===== src/rtl/jk_pkg.sv =====
// Shared types and constants for the J/K flip-flop bank driver.
// The {J,K} encodings match the jk_flipflop responder's truth table.
package jk_pkg;

  typedef enum logic [2:0] {
    S_IDLE    = 3'd0,
    S_DRIVE   = 3'd1,
    S_SETTLE  = 3'd2,
    S_CHECK   = 3'd3,
    S_RESPOND = 3'd4
  } state_e;

  localparam logic [1:0] JK_HOLD   = 2'b00;
  localparam logic [1:0] JK_RESET  = 2'b01;
  localparam logic [1:0] JK_SET    = 2'b10;
  localparam logic [1:0] JK_TOGGLE = 2'b11;

endpackage


===== src/rtl/jk_excite.sv =====
// Per-bit J/K excitation: chooses the {J,K} pair that moves q toward target.
// Masked-off or already-correct bits are held.
module jk_excite
  import jk_pkg::*;
(
  input  logic q,
  input  logic target,
  input  logic mask,
  input  logic toggle_mode,
  output logic j,
  output logic k
);

  logic [1:0] jk_s;

  // Select hold, set, reset or toggle for this bit
  always_comb begin
    jk_s = JK_HOLD;
    if (!mask || (q == target)) begin
      jk_s = JK_HOLD;
    end else if (toggle_mode) begin
      jk_s = JK_TOGGLE;
    end else if (target) begin
      jk_s = JK_SET;
    end else begin
      jk_s = JK_RESET;
    end
  end

  assign {j, k} = jk_s;

endmodule


===== src/rtl/jk_bank_driver.sv =====
// Drives an external J/K flip-flop bank to a requested value, waits for it to
// settle, reads Q back and retries a bounded number of times on mismatch.
module jk_bank_driver
  import jk_pkg::*;
#(
  parameter int WIDTH       = 4,
  parameter int SETTLE      = 2,
  parameter int MAX_RETRY   = 3,
  parameter int TOGGLE_MODE = 0
) (
  input  logic             clock,
  input  logic             clear,
  input  logic [WIDTH-1:0] target,
  input  logic [WIDTH-1:0] mask,
  input  logic             target_valid,
  output logic             target_ready,
  input  logic [WIDTH-1:0] q_in,
  output logic [WIDTH-1:0] j_out,
  output logic [WIDTH-1:0] k_out,
  output logic             ff_strobe,
  output logic             done,
  output logic             error,
  output logic             busy
);

  localparam logic [3:0] SETTLE_LAST = 4'(SETTLE - 1);
  localparam logic [2:0] RETRY_MAX   = 3'(MAX_RETRY);
  localparam logic       TOGGLE_EN   = (TOGGLE_MODE != 0);

  state_e           state_q, state_d;
  logic [WIDTH-1:0] target_q, target_d;
  logic [WIDTH-1:0] mask_q, mask_d;
  logic [WIDTH-1:0] j_q, j_d;
  logic [WIDTH-1:0] k_q, k_d;
  logic [2:0]       retry_q, retry_d;
  logic [3:0]       settle_q, settle_d;
  logic             strobe_q, strobe_d;
  logic             done_q, done_d;
  logic             error_q, error_d;
  logic             ready_q, ready_d;
  logic             busy_q, busy_d;

  logic [WIDTH-1:0] exc_tgt_s, exc_mask_s, exc_j_s, exc_k_s;
  logic             match_s;

  // Drive is computed on the edge that enters DRIVE, so the accepting cycle
  // must use the live request while retries use the captured one.
  always_comb begin
    exc_tgt_s  = target_q;
    exc_mask_s = mask_q;
    if (state_q == S_IDLE) begin
      exc_tgt_s  = target;
      exc_mask_s = mask;
    end else begin
      exc_tgt_s  = target_q;
      exc_mask_s = mask_q;
    end
  end

  for (genvar i = 0; i < WIDTH; i++) begin : g_exc
    jk_excite u_exc (
      .q          (q_in[i]),
      .target     (exc_tgt_s[i]),
      .mask       (exc_mask_s[i]),
      .toggle_mode(TOGGLE_EN),
      .j          (exc_j_s[i]),
      .k          (exc_k_s[i])
    );
  end

  assign match_s = (((q_in ^ target_q) & mask_q) == '0);

  // Sequencing: accept, drive, settle, check (with retry), respond
  always_comb begin
    state_d  = state_q;
    target_d = target_q;
    mask_d   = mask_q;
    retry_d  = retry_q;
    settle_d = settle_q;
    case (state_q)
      S_IDLE: begin
        if (target_valid) begin
          state_d  = S_DRIVE;
          target_d = target;
          mask_d   = mask;
          retry_d  = 3'd0;
        end else begin
          state_d = S_IDLE;
        end
      end
      S_DRIVE: begin
        state_d  = S_SETTLE;
        settle_d = 4'd0;
      end
      S_SETTLE: begin
        if (settle_q == SETTLE_LAST) begin
          state_d = S_CHECK;
        end else begin
          settle_d = settle_q + 4'd1;
        end
      end
      S_CHECK: begin
        if (match_s) begin
          state_d = S_RESPOND;
        end else if (retry_q < RETRY_MAX) begin
          retry_d = retry_q + 3'd1;
          state_d = S_DRIVE;
        end else begin
          state_d = S_RESPOND;
        end
      end
      S_RESPOND: state_d = S_IDLE;
      default:   state_d = S_IDLE;
    endcase
  end

  // Registered outputs are derived from the next state so they line up with it
  always_comb begin
    strobe_d = (state_d == S_DRIVE);
    j_d      = '0;
    k_d      = '0;
    if (strobe_d) begin
      j_d = exc_j_s;
      k_d = exc_k_s;
    end else begin
      j_d = '0;
      k_d = '0;
    end
    done_d  = (state_q == S_CHECK) && match_s;
    error_d = (state_q == S_CHECK) && !match_s && (retry_q >= RETRY_MAX);
    ready_d = (state_d == S_IDLE);
    busy_d  = (state_d != S_IDLE);
  end

  // State and output registers
  always_ff @(posedge clock or posedge clear) begin
    if (clear) begin
      state_q  <= S_IDLE;
      target_q <= '0;
      mask_q   <= '0;
      retry_q  <= 3'd0;
      settle_q <= 4'd0;
      j_q      <= '0;
      k_q      <= '0;
      strobe_q <= 1'b0;
      done_q   <= 1'b0;
      error_q  <= 1'b0;
      ready_q  <= 1'b1;
      busy_q   <= 1'b0;
    end else begin
      state_q  <= state_d;
      target_q <= target_d;
      mask_q   <= mask_d;
      retry_q  <= retry_d;
      settle_q <= settle_d;
      j_q      <= j_d;
      k_q      <= k_d;
      strobe_q <= strobe_d;
      done_q   <= done_d;
      error_q  <= error_d;
      ready_q  <= ready_d;
      busy_q   <= busy_d;
    end
  end

  assign j_out        = j_q;
  assign k_out        = k_q;
  assign ff_strobe    = strobe_q;
  assign done         = done_q;
  assign error        = error_q;
  assign target_ready = ready_q;
  assign busy         = busy_q;

endmodule


===== config.mk =====
export PLATFORM = sky130hd
export DESIGN_NAME = jk_bank_driver
export DESIGN_NICKNAME = d
export VERILOG_FILES = /design/src/rtl/jk_pkg.sv /design/src/rtl/jk_excite.sv /design/src/rtl/jk_bank_driver.sv
export SDC_FILE = /design/constraint.sdc
export NUM_CORES = 1
export LEC_CHECK = 0
export CORE_ASPECT_RATIO = 0.9
export CORE_UTILIZATION = 50
export DETAILED_ROUTE_END_ITERATION = 6
export PLACE_DENSITY = 0.77
export RECOVER_POWER = 25
export SLEW_MARGIN = 25
export SYNTH_ARGS = -nofsm -noshare
export SYNTH_HDL_FRONTEND = slang
export SYNTH_SLANG_ARGS = --single-unit

===== constraint.sdc =====
create_clock -name clock -period 1.65 [get_ports clock]
set_input_delay 0.33 -clock clock [delete_from_list [all_inputs] [get_ports clock]]
set_output_delay 0.33 -clock clock [all_outputs]
set_load 0.005 [all_outputs]

Word level (Yosys, flattened, before mapping)
Cells that the tools add are included.

storage, ports and cells
  register bits = 31
  input bits = 15
  output and inout port bits = 13

cells by class
  $add $sub $neg = 2
  magnitude comparators = 2
  eq/ne operators = 13
  multiplexer cells = 23
  bitwise logic cells = 2
  reductions and logical operators = 21

operator list
  operator             number
  $mux 4               5
  $mux 3               6
  $mux 2               8
  $pmux 3 s4           1
  $ne 2x2->1 const B   4
  $pmux 4 s2           1
  $eq 3x1->1 const B   2
  $eq 3x2->1 const B   2
  $logic_not 3->1      2
  $pmux 3 s2           1
  $logic_not 1->1      5
  $add 4x1->4 const B  1
  $and 4x4->4          1
  $eq 1x1->1           4
  $eq 4x1->1 const B   1
  $logic_not 4->1      1
  $logic_or 1x1->1     4
  $reduce_and 2->1     2
  $reduce_and 4->1     1
  $reduce_bool 2->1    2
  $xor 4x4->4          1
  $add 3x1->3 const B  1
  $ge 3x2->1 const B   1
  $logic_and 1x1->1    3
  other kinds (3)      3

Depth between registers and ports, before layout
Gate-level depths: netlist (run 1).

  depth in word-level cells = 7
  gate-level depth with buffers = 6

Hierarchy
Synthesis (run 1) repeated with hierarchy kept, for this count alone.

second synthesis, totals
  cells, all modules = 145
  area, all modules = 1670.4 µm²

modules (own cells, without submodules)
  module          times used  cells an instance  area each (µm²)  seq. area each (µm²)
  jk_bank_driver  1           121                1520.2           777.0
  jk_excite       4           6                  37.5             0.0

Least setup slack after synthesis (run 1)
Ideal clock, no wire load.

  kind = register to register
  from = register state_q[1]
  to = register j_q[0], in the netlist j_out[0]
  arrival time = 1371 ps
  path slack = 158 ps
  cell stages (with the launch flop) = 6
  buffers on the path = 2
  path through = dfrtp_1 -> nor3_2 -> buf_4 -> nand2_2 -> buf_4 -> a2111oi_1

between the ends
  cells in the longest elaborated chain, start to end = 6

ends and longest elaborated chain
  what                                                RTL line               RTL
  start, declared                                     jk_bank_driver.sv:30   state_e state_q, state_d;
  start signal, assigned                              jk_bank_driver.sv:151  state_q <= state_d;
  branches (longest 5 deep; another with $pmux 3 s4)  -
  $mux 4 *                                            jk_bank_driver.sv:122  if (strobe_d) begin
  named net j_d[0]                                    jk_bank_driver.sv:33   logic [WIDTH-1:0] j_q, j_d;
  end signal, assigned                                jk_bank_driver.sv:156  j_q <= j_d;
  end, declared                                       jk_bank_driver.sv:33

Mark *: on every way through the listed nets, which the timed path passes.
A chain may end at the register's enable or synchronous reset.

Final worst setup path (run 1)
  from = input port q_in[2]
  to = register k_q[2], in the netlist k_out[2]

between the ends
  cells in the longest elaborated chain, start to end = 7

ends and longest elaborated chain
  what                  RTL line               RTL
  start, declared       jk_bank_driver.sv:17   input logic [WIDTH-1:0] q_in,
  $xor 4x4->4           jk_bank_driver.sv:71   assign match_s = (((q_in ^ target_q) & mask_q) == '0);
  $and 4x4->4           jk_bank_driver.sv:71
  $logic_not 4->1       jk_bank_driver.sv:71
  $mux 3                jk_bank_driver.sv:103  if (match_s) begin
  $pmux 3 s4            jk_bank_driver.sv:80   case (state_q)
  $eq 3x1->1            jk_bank_driver.sv:119  strobe_d = (state_d == S_DRIVE);
  $mux 4 *              jk_bank_driver.sv:122
  named net k_d[2]      jk_bank_driver.sv:34   logic [WIDTH-1:0] k_q, k_d;
  end signal, assigned  jk_bank_driver.sv:157  k_q <= k_d;
  end, declared         jk_bank_driver.sv:34

The timed path passes the listed nets; every way through them passes the cells marked *.

==> reports/results.ini, run 1 <==
[flow_run]
max-cap-violations = 0

[route]
avgRoutedWirePerCell_um = 14.07
ant_nets = 0
routed_wirelength_um = 2898
drt_pre_antenna_iters = 4
vias = 1067
drc_errors = 0
vias_per_cell = 5.180
drtIter0Drc = 25

[clock_network]
h-tree-depth = 2
cts.sinks = 31
holdBufCountCts = 0
clk_pin_slew_ns = 0.09
tritoncts = yes
worstSkewPairLatency_ns = 0.33
clockRootBuffer = clkbuf_4
cts_max_path_buffers = 2
numCtsBuffers = 5

[worst_setup_path]
start_kind = input pin
critPathArrivalTime_ns = 1.87
reg2regPathDepth = 5
crit_fanout = 5
cp.required_ns = 1.89
cpMaxStageDelayCell = clkdlybuf4s50_1
cp-end-kind = flop
reg2reg_from = target_q[1]
reg2reg_slack_ns = 0.04
r2r_end = k_out[2]
crit_chain = clkdlybuf4s50_1, xor2_1, a22oi_2, a211o_4, buf_4, a211oi_1
cp_slowest_stage_delay_ns = 0.49
worstSetupPathType = in2reg

[place]
dp.cells = 196
routabilityCongestion = 0.7373
dp_hpwl_um = 2050
io_buffers = 27
dpl_cell_area_mm2 = 0.001853

[floorplanning]
rows = 18
core_mm2 = 0.002748
die_x_um = 58.55
die_height_um = 52.89
io_pins = 28
dieArea_mm2 = 0.003096
initial_core_util_pct = 52.37

[timing]
setup_tns_ns = 0
tightest_slew_ns = 0.9104
min_period_ns = 1.632
slew_headroom_pct = 39.31
hold_slack_ns = 0.3226
period_share_pct = 98.89
clock.fmax_mhz = 612.9
setup_viol = 0
finalMaxSlewViolations = 0
rsz0062_at_grt = yes
skew_ns = 0.009292
hold_violations = 0

[power_and_ir_drop]
irDropWorstVdd_mv = 0.9459
powerDensity_mw_per_mm2 = 1640
power_uw = 3323
leakagePower_uw = 0.0009215

[min_path]
whs_endpoint = j_out[0]
hp-start = q_in[0]
hold_class = in2reg
whs_path_depth = 3

[layout]
fin_cells = 206
antennaDiodeCount = 0
final_cell_mix = dfrtp_1, clkdlybuf4s50_1, nand2_1
nNetsFinal = 184
layout-drive-gt1-share_pct = 24.10
final_cell_area_mm2 = 0.002026
syn_to_final_growth_pct = 40.78
mostFrequentLayoutCell = dfrtp_1

[synth]
syn_nets = 137
yosys_warnings = 0
synth_area_per_cell_um2 = 12.19
ys_seq_elements = 31
seq_area_frac_synth_pct = 54.00
synth_cell_types = 30
synthCells = 118
syn_area_mm2 = 0.001439

[global_routing]
grt_antenna_before_repair = 0
grt_start_max_net_pins = 22
grt-ovfl-total = 0
gr-usage-all-layers_pct = 21.74
grt_first_pass_wirelength_um = 4788
grt_pass1_vias = 1128

[outcome]
status = finished, final reports clean

[area by class of cell]
cell class	count	area (um2)
fill	176	721.9
inverter	5	18.77
tap	40	50.05
multi-input combinational	79	704.4
timing repair buffer	43	405.4
clock buffer	8	68.82
sequential	31	778.2
[metal layers]
layer,routed length [um],vias to the layer above,global-route usage [%]
met4,36,0,14.29
met2,1479,24,36.40
li1,-,511,-
met5,0,-,0
met3,114,6,5.379
met1,1267,526,24.88
[per-stage QoR]
step,setup slack [ns],utilization [%]
finish,0.01829,73.73
global placement,-0.3990,67.44
global route,-0.05273,73.73
CTS,0.01512,71.72
detailed placement,-0.4570,67.44
floorplan,0.1577,-
[timing repair]
item / CTS / global route
cloned: 1 / 0
setup endpoints to repair: 9 / 10
setup buffers: 1 / 0
pin swaps: 3 / 5
gates resized for setup: 8 / 12
[where the power goes]
part | internal (uW) | switching [uW] | total (uW)
combinational | 793 | 790 | 1580
sequential | 1030 | 210 | 1240
clock | 250 | 247 | 498
total | 2080 | 1250 | 3320
[cell usage after synthesis]
cell type	n	area share, %
a2111oi_1	3	2.1
a2111oi_4	1	1.9
a211o_1	1	0.61
a211oi_1	4	2.1
a22oi_1	2	1.0
a31oi_1	1	0.44
and3b_1	1	0.61
buf_2	1	0.35
buf_4	2	1.0
buf_6	1	0.78
dfrtp_1	30	52
dfstp_2	1	1.8
ha_1	4	3.5
inv_1	5	1.3
mux2_1	8	6.3
mux2i_1	12	8.3
nand2_1	16	4.2
nand2_2	1	0.44
nand3_1	1	0.35
nand3b_1	1	0.52
nand4_1	1	0.44
nor2_1	6	1.6
nor3_1	1	0.35
nor3_2	1	0.70
nor3b_1	4	2.1
o21ai_1	1	0.35
or2_2	1	0.44
or3b_2	1	0.61
xnor2_1	1	0.61
xor2_1	5	3.0
[worst max-delay path, delay by kind of cell]
family / cells / cell delay (ns)
compound gates: 3 / 0.72
buf+inv: 2 / 0.64
xor+xnor: 1 / 0.18
[state kept, by name (all words and copies together), names as in the netlist]
| name | flops |
|---|---|
| retry_q | 3 |
| mask_q | 4 |
| target_q | 4 |
| j_out | 4 |
| error | 1 |
| settle_q | 4 |
| ff_strobe | 1 |
| done | 1 |
| busy | 1 |
| target_ready | 1 |
| state_q | 3 |
| k_out | 4 |
[cell families (layout without fill, tap and decap cells)]
family | count (synthesis) | in the layout | synth area share, %
AOI/OAI and AO/OA | 13 | 14 | 8.522
xor gates and xnor gates | 6 | 6 | 3.652
adders and majority gates | 4 | 4 | 3.478
buffers and inverters | 9 | 56 | 3.478
DFF | 31 | 31 | 54.00
muxes | 20 | 20 | 14.61
and+or+nand+nor | 35 | 35 | 12.26
[worst max path at each step]
stage | from | to | slack, ns
5_1_grt | target_q[0] | j_out[0] | -0.05
3_5_place_dp | q_in[1] | j_out[1] | -0.46
6_report | q_in[2] | k_out[2] | 0.02
2_1_floorplan | state_q[1] | j_out[0] | 0.16
3_3_place_gp | q_in[0] | j_out[1] | -0.40
4_1_cts | q_in[0] | k_out[2] | 0.02
Power figures use the tool's default switching activity.
==> inputs of run 2 (changes only) <==
--- a/config.mk
+++ b/config.mk
@@ -5,11 +5,13 @@
 export SDC_FILE = /design/constraint.sdc
 export NUM_CORES = 1
 export LEC_CHECK = 0
+export ABC_CLOCK_PERIOD_IN_PS = 1650
 export CORE_ASPECT_RATIO = 0.9
 export CORE_UTILIZATION = 50
 export DETAILED_ROUTE_END_ITERATION = 6
 export PLACE_DENSITY = 0.77
 export RECOVER_POWER = 25
+export REMOVE_ABC_BUFFERS = 1
 export SLEW_MARGIN = 25
 export SYNTH_ARGS = -nofsm -noshare
 export SYNTH_HDL_FRONTEND = slang
==> run 2 against run 1 <==
Worst setup slack gained 0.016 ns. Sequential share of layout area grew 0.18 points. Combinational power is essentially flat. Non-clock buffer count is the same. Largest power group unchanged. Critical path type unchanged. Fmax grew 1.0%. Final area shrank 0.62%.
==> reports/results.ini, run 2 (synthesis gave the netlist of run 1 again) <==
[global_routing]
grt_antenna_before_repair = 0
grt_start_max_net_pins = 18
grt_first_pass_wirelength_um = 4754
gr-usage-all-layers_pct = 21.87
grt-ovfl-total = 0
grt_pass1_vias = 1081

[worst_setup_path]
cp-end-kind = flop
cp-startpoint = q_in[1]
start_kind = input pin
r2r_end = j_out[2]
crit_fanout = 5
worstSetupPathType = in2reg
reg2reg_slack_ns = 0.06
critPathArrivalTime_ns = 1.84
reg2reg_from = target_q[0]
cp.required_ns = 1.87
reg2regPathDepth = 4

[route]
drc_errors = 0
avgRoutedWirePerCell_um = 14.09
vias = 1057
vias_per_cell = 5.131
routed_wirelength_um = 2902
drt_pre_antenna_iters = 3
ant_nets = 0
drtIter0Drc = 16

[timing]
period_share_pct = 97.89
hold_slack_ns = 0.2992
finalMaxSlewViolations = 0
slew_headroom_pct = 59.04
tightest_slew_ns = 0.6144
skew_ns = 0.009113
rsz0062_at_grt = yes
clock.fmax_mhz = 619.1
setup_viol = 0
min_period_ns = 1.615
post-route-worst-setup-slack_ns = 0.03479
hold_violations = 0

[place]
place_ws_ns = -0.4907
routabilityCongestion = 0.7842
io_buffers = 27
dp_hpwl_um = 2076

[min_path]
hold_class = in2reg
whs_path_depth = 3
whs_endpoint = j_out[2]
hp-start = q_in[2]

[floorplanning]
die_x_um = 58.55
dieArea_mm2 = 0.003096
die_height_um = 52.89
core_mm2 = 0.002748
rows = 18
initial_core_util_pct = 52.37
io_pins = 28

[clock_network]
numCtsBuffers = 5
h-tree-depth = 2
clk_pin_slew_ns = 0.10
clockRootBuffer = clkbuf_4
post_cts_buffers = 0
tritoncts = yes
holdBufCountCts = 0
cts.sinks = 31
worstSkewPairLatency_ns = 0.34
cts_max_path_buffers = 2

[flow_run]
max-cap-violations = 0

[layout]
antennaDiodeCount = 0
layout-drive-gt1-share_pct = 22.89
mostFrequentLayoutCell = dfrtp_1
final_cell_mix = dfrtp_1, clkdlybuf4s50_1, nand2_1
nNetsFinal = 184
syn_to_final_growth_pct = 39.91

[power_and_ir_drop]
leakagePower_uw = 0.0009007
powerDensity_mw_per_mm2 = 1680
irDropWorstVdd_mv = 1.024

[outcome]
status = finished, final reports clean

==> run 2: changes by cell type in the layout (fill, tap and decap cells not counted), moves of 2 or more <==
| cell | before | now |
|---|---|---|
| dlymetal6s2s_1 | 3 | 1 |
| mux2i_1 | 11 | 9 |
| xor2_1 | 3 | 5 |
| xor2_2 | 2 | 0 |
==> run 2: power by group <==
part           switching [uW]  internal [uW]
clock network             262            250
logic                     784            830
registers                 228           1030
total                    1270           2110
==> run 2: worst max path at each step <==
stage	endpoint	slack (ns)
2_1_floorplan	j_out[0]	-0.32
3_3_place_gp	j_out[1]	-0.38
3_5_place_dp	j_out[3]	-0.49
4_1_cts	j_out[3]	0.03
5_1_grt	j_out[0]	-0.03
6_report	retry_q[0]	0.03
==> run 2: layout make-up <==
class	count	area, um2
clock buffers	8	68.82
fillers	200	734.5
inverters	5	18.77
multi-input cells	79	703.2
flip-flops and latches	31	777.0
well taps	40	50.05
repair buffers	43	395.4
==> run 2: per-stage QoR <==
step                      power, uW  instances  util [%]  cell area, um2  setup TNS (ns)
after CTS                      3254        206     71.63            1968               0
after floorplan                2043        114         -            1408          -4.357
after global placement         2569        197     67.71            1861          -4.259
final                          3383        206     73.27            2013               0
after global routing           3618        206     73.27            2013        -0.07081
after detailed placement       2649        197     67.71            1861          -5.125
==> run 2: timing repair <==
item	CTS	global route
cloned	1	0
endpoints found under the setup margin	10	8
pin swaps	3	5
resized for setup	9	9
==> run 2: worst max-delay path, stage by stage <==
cell and delay [ns]:
clkdlybuf4s50_1 0.50, xor2_1 0.18, a22oi_2 0.13, a211o_4 0.40, buf_4 0.17, mux2i_1 0.12
==> run 2: per-layer routing <==
metal | part of all wire (%) | track usage (%) | vias up
met5 | 0 | 0 | -
met4 | 2.2 | 14.29 | 0
met3 | 3.6 | 5.134 | 7
met2 | 51 | 36.40 | 22
met1 | 43 | 25.44 | 516
li1 | - | - | 512
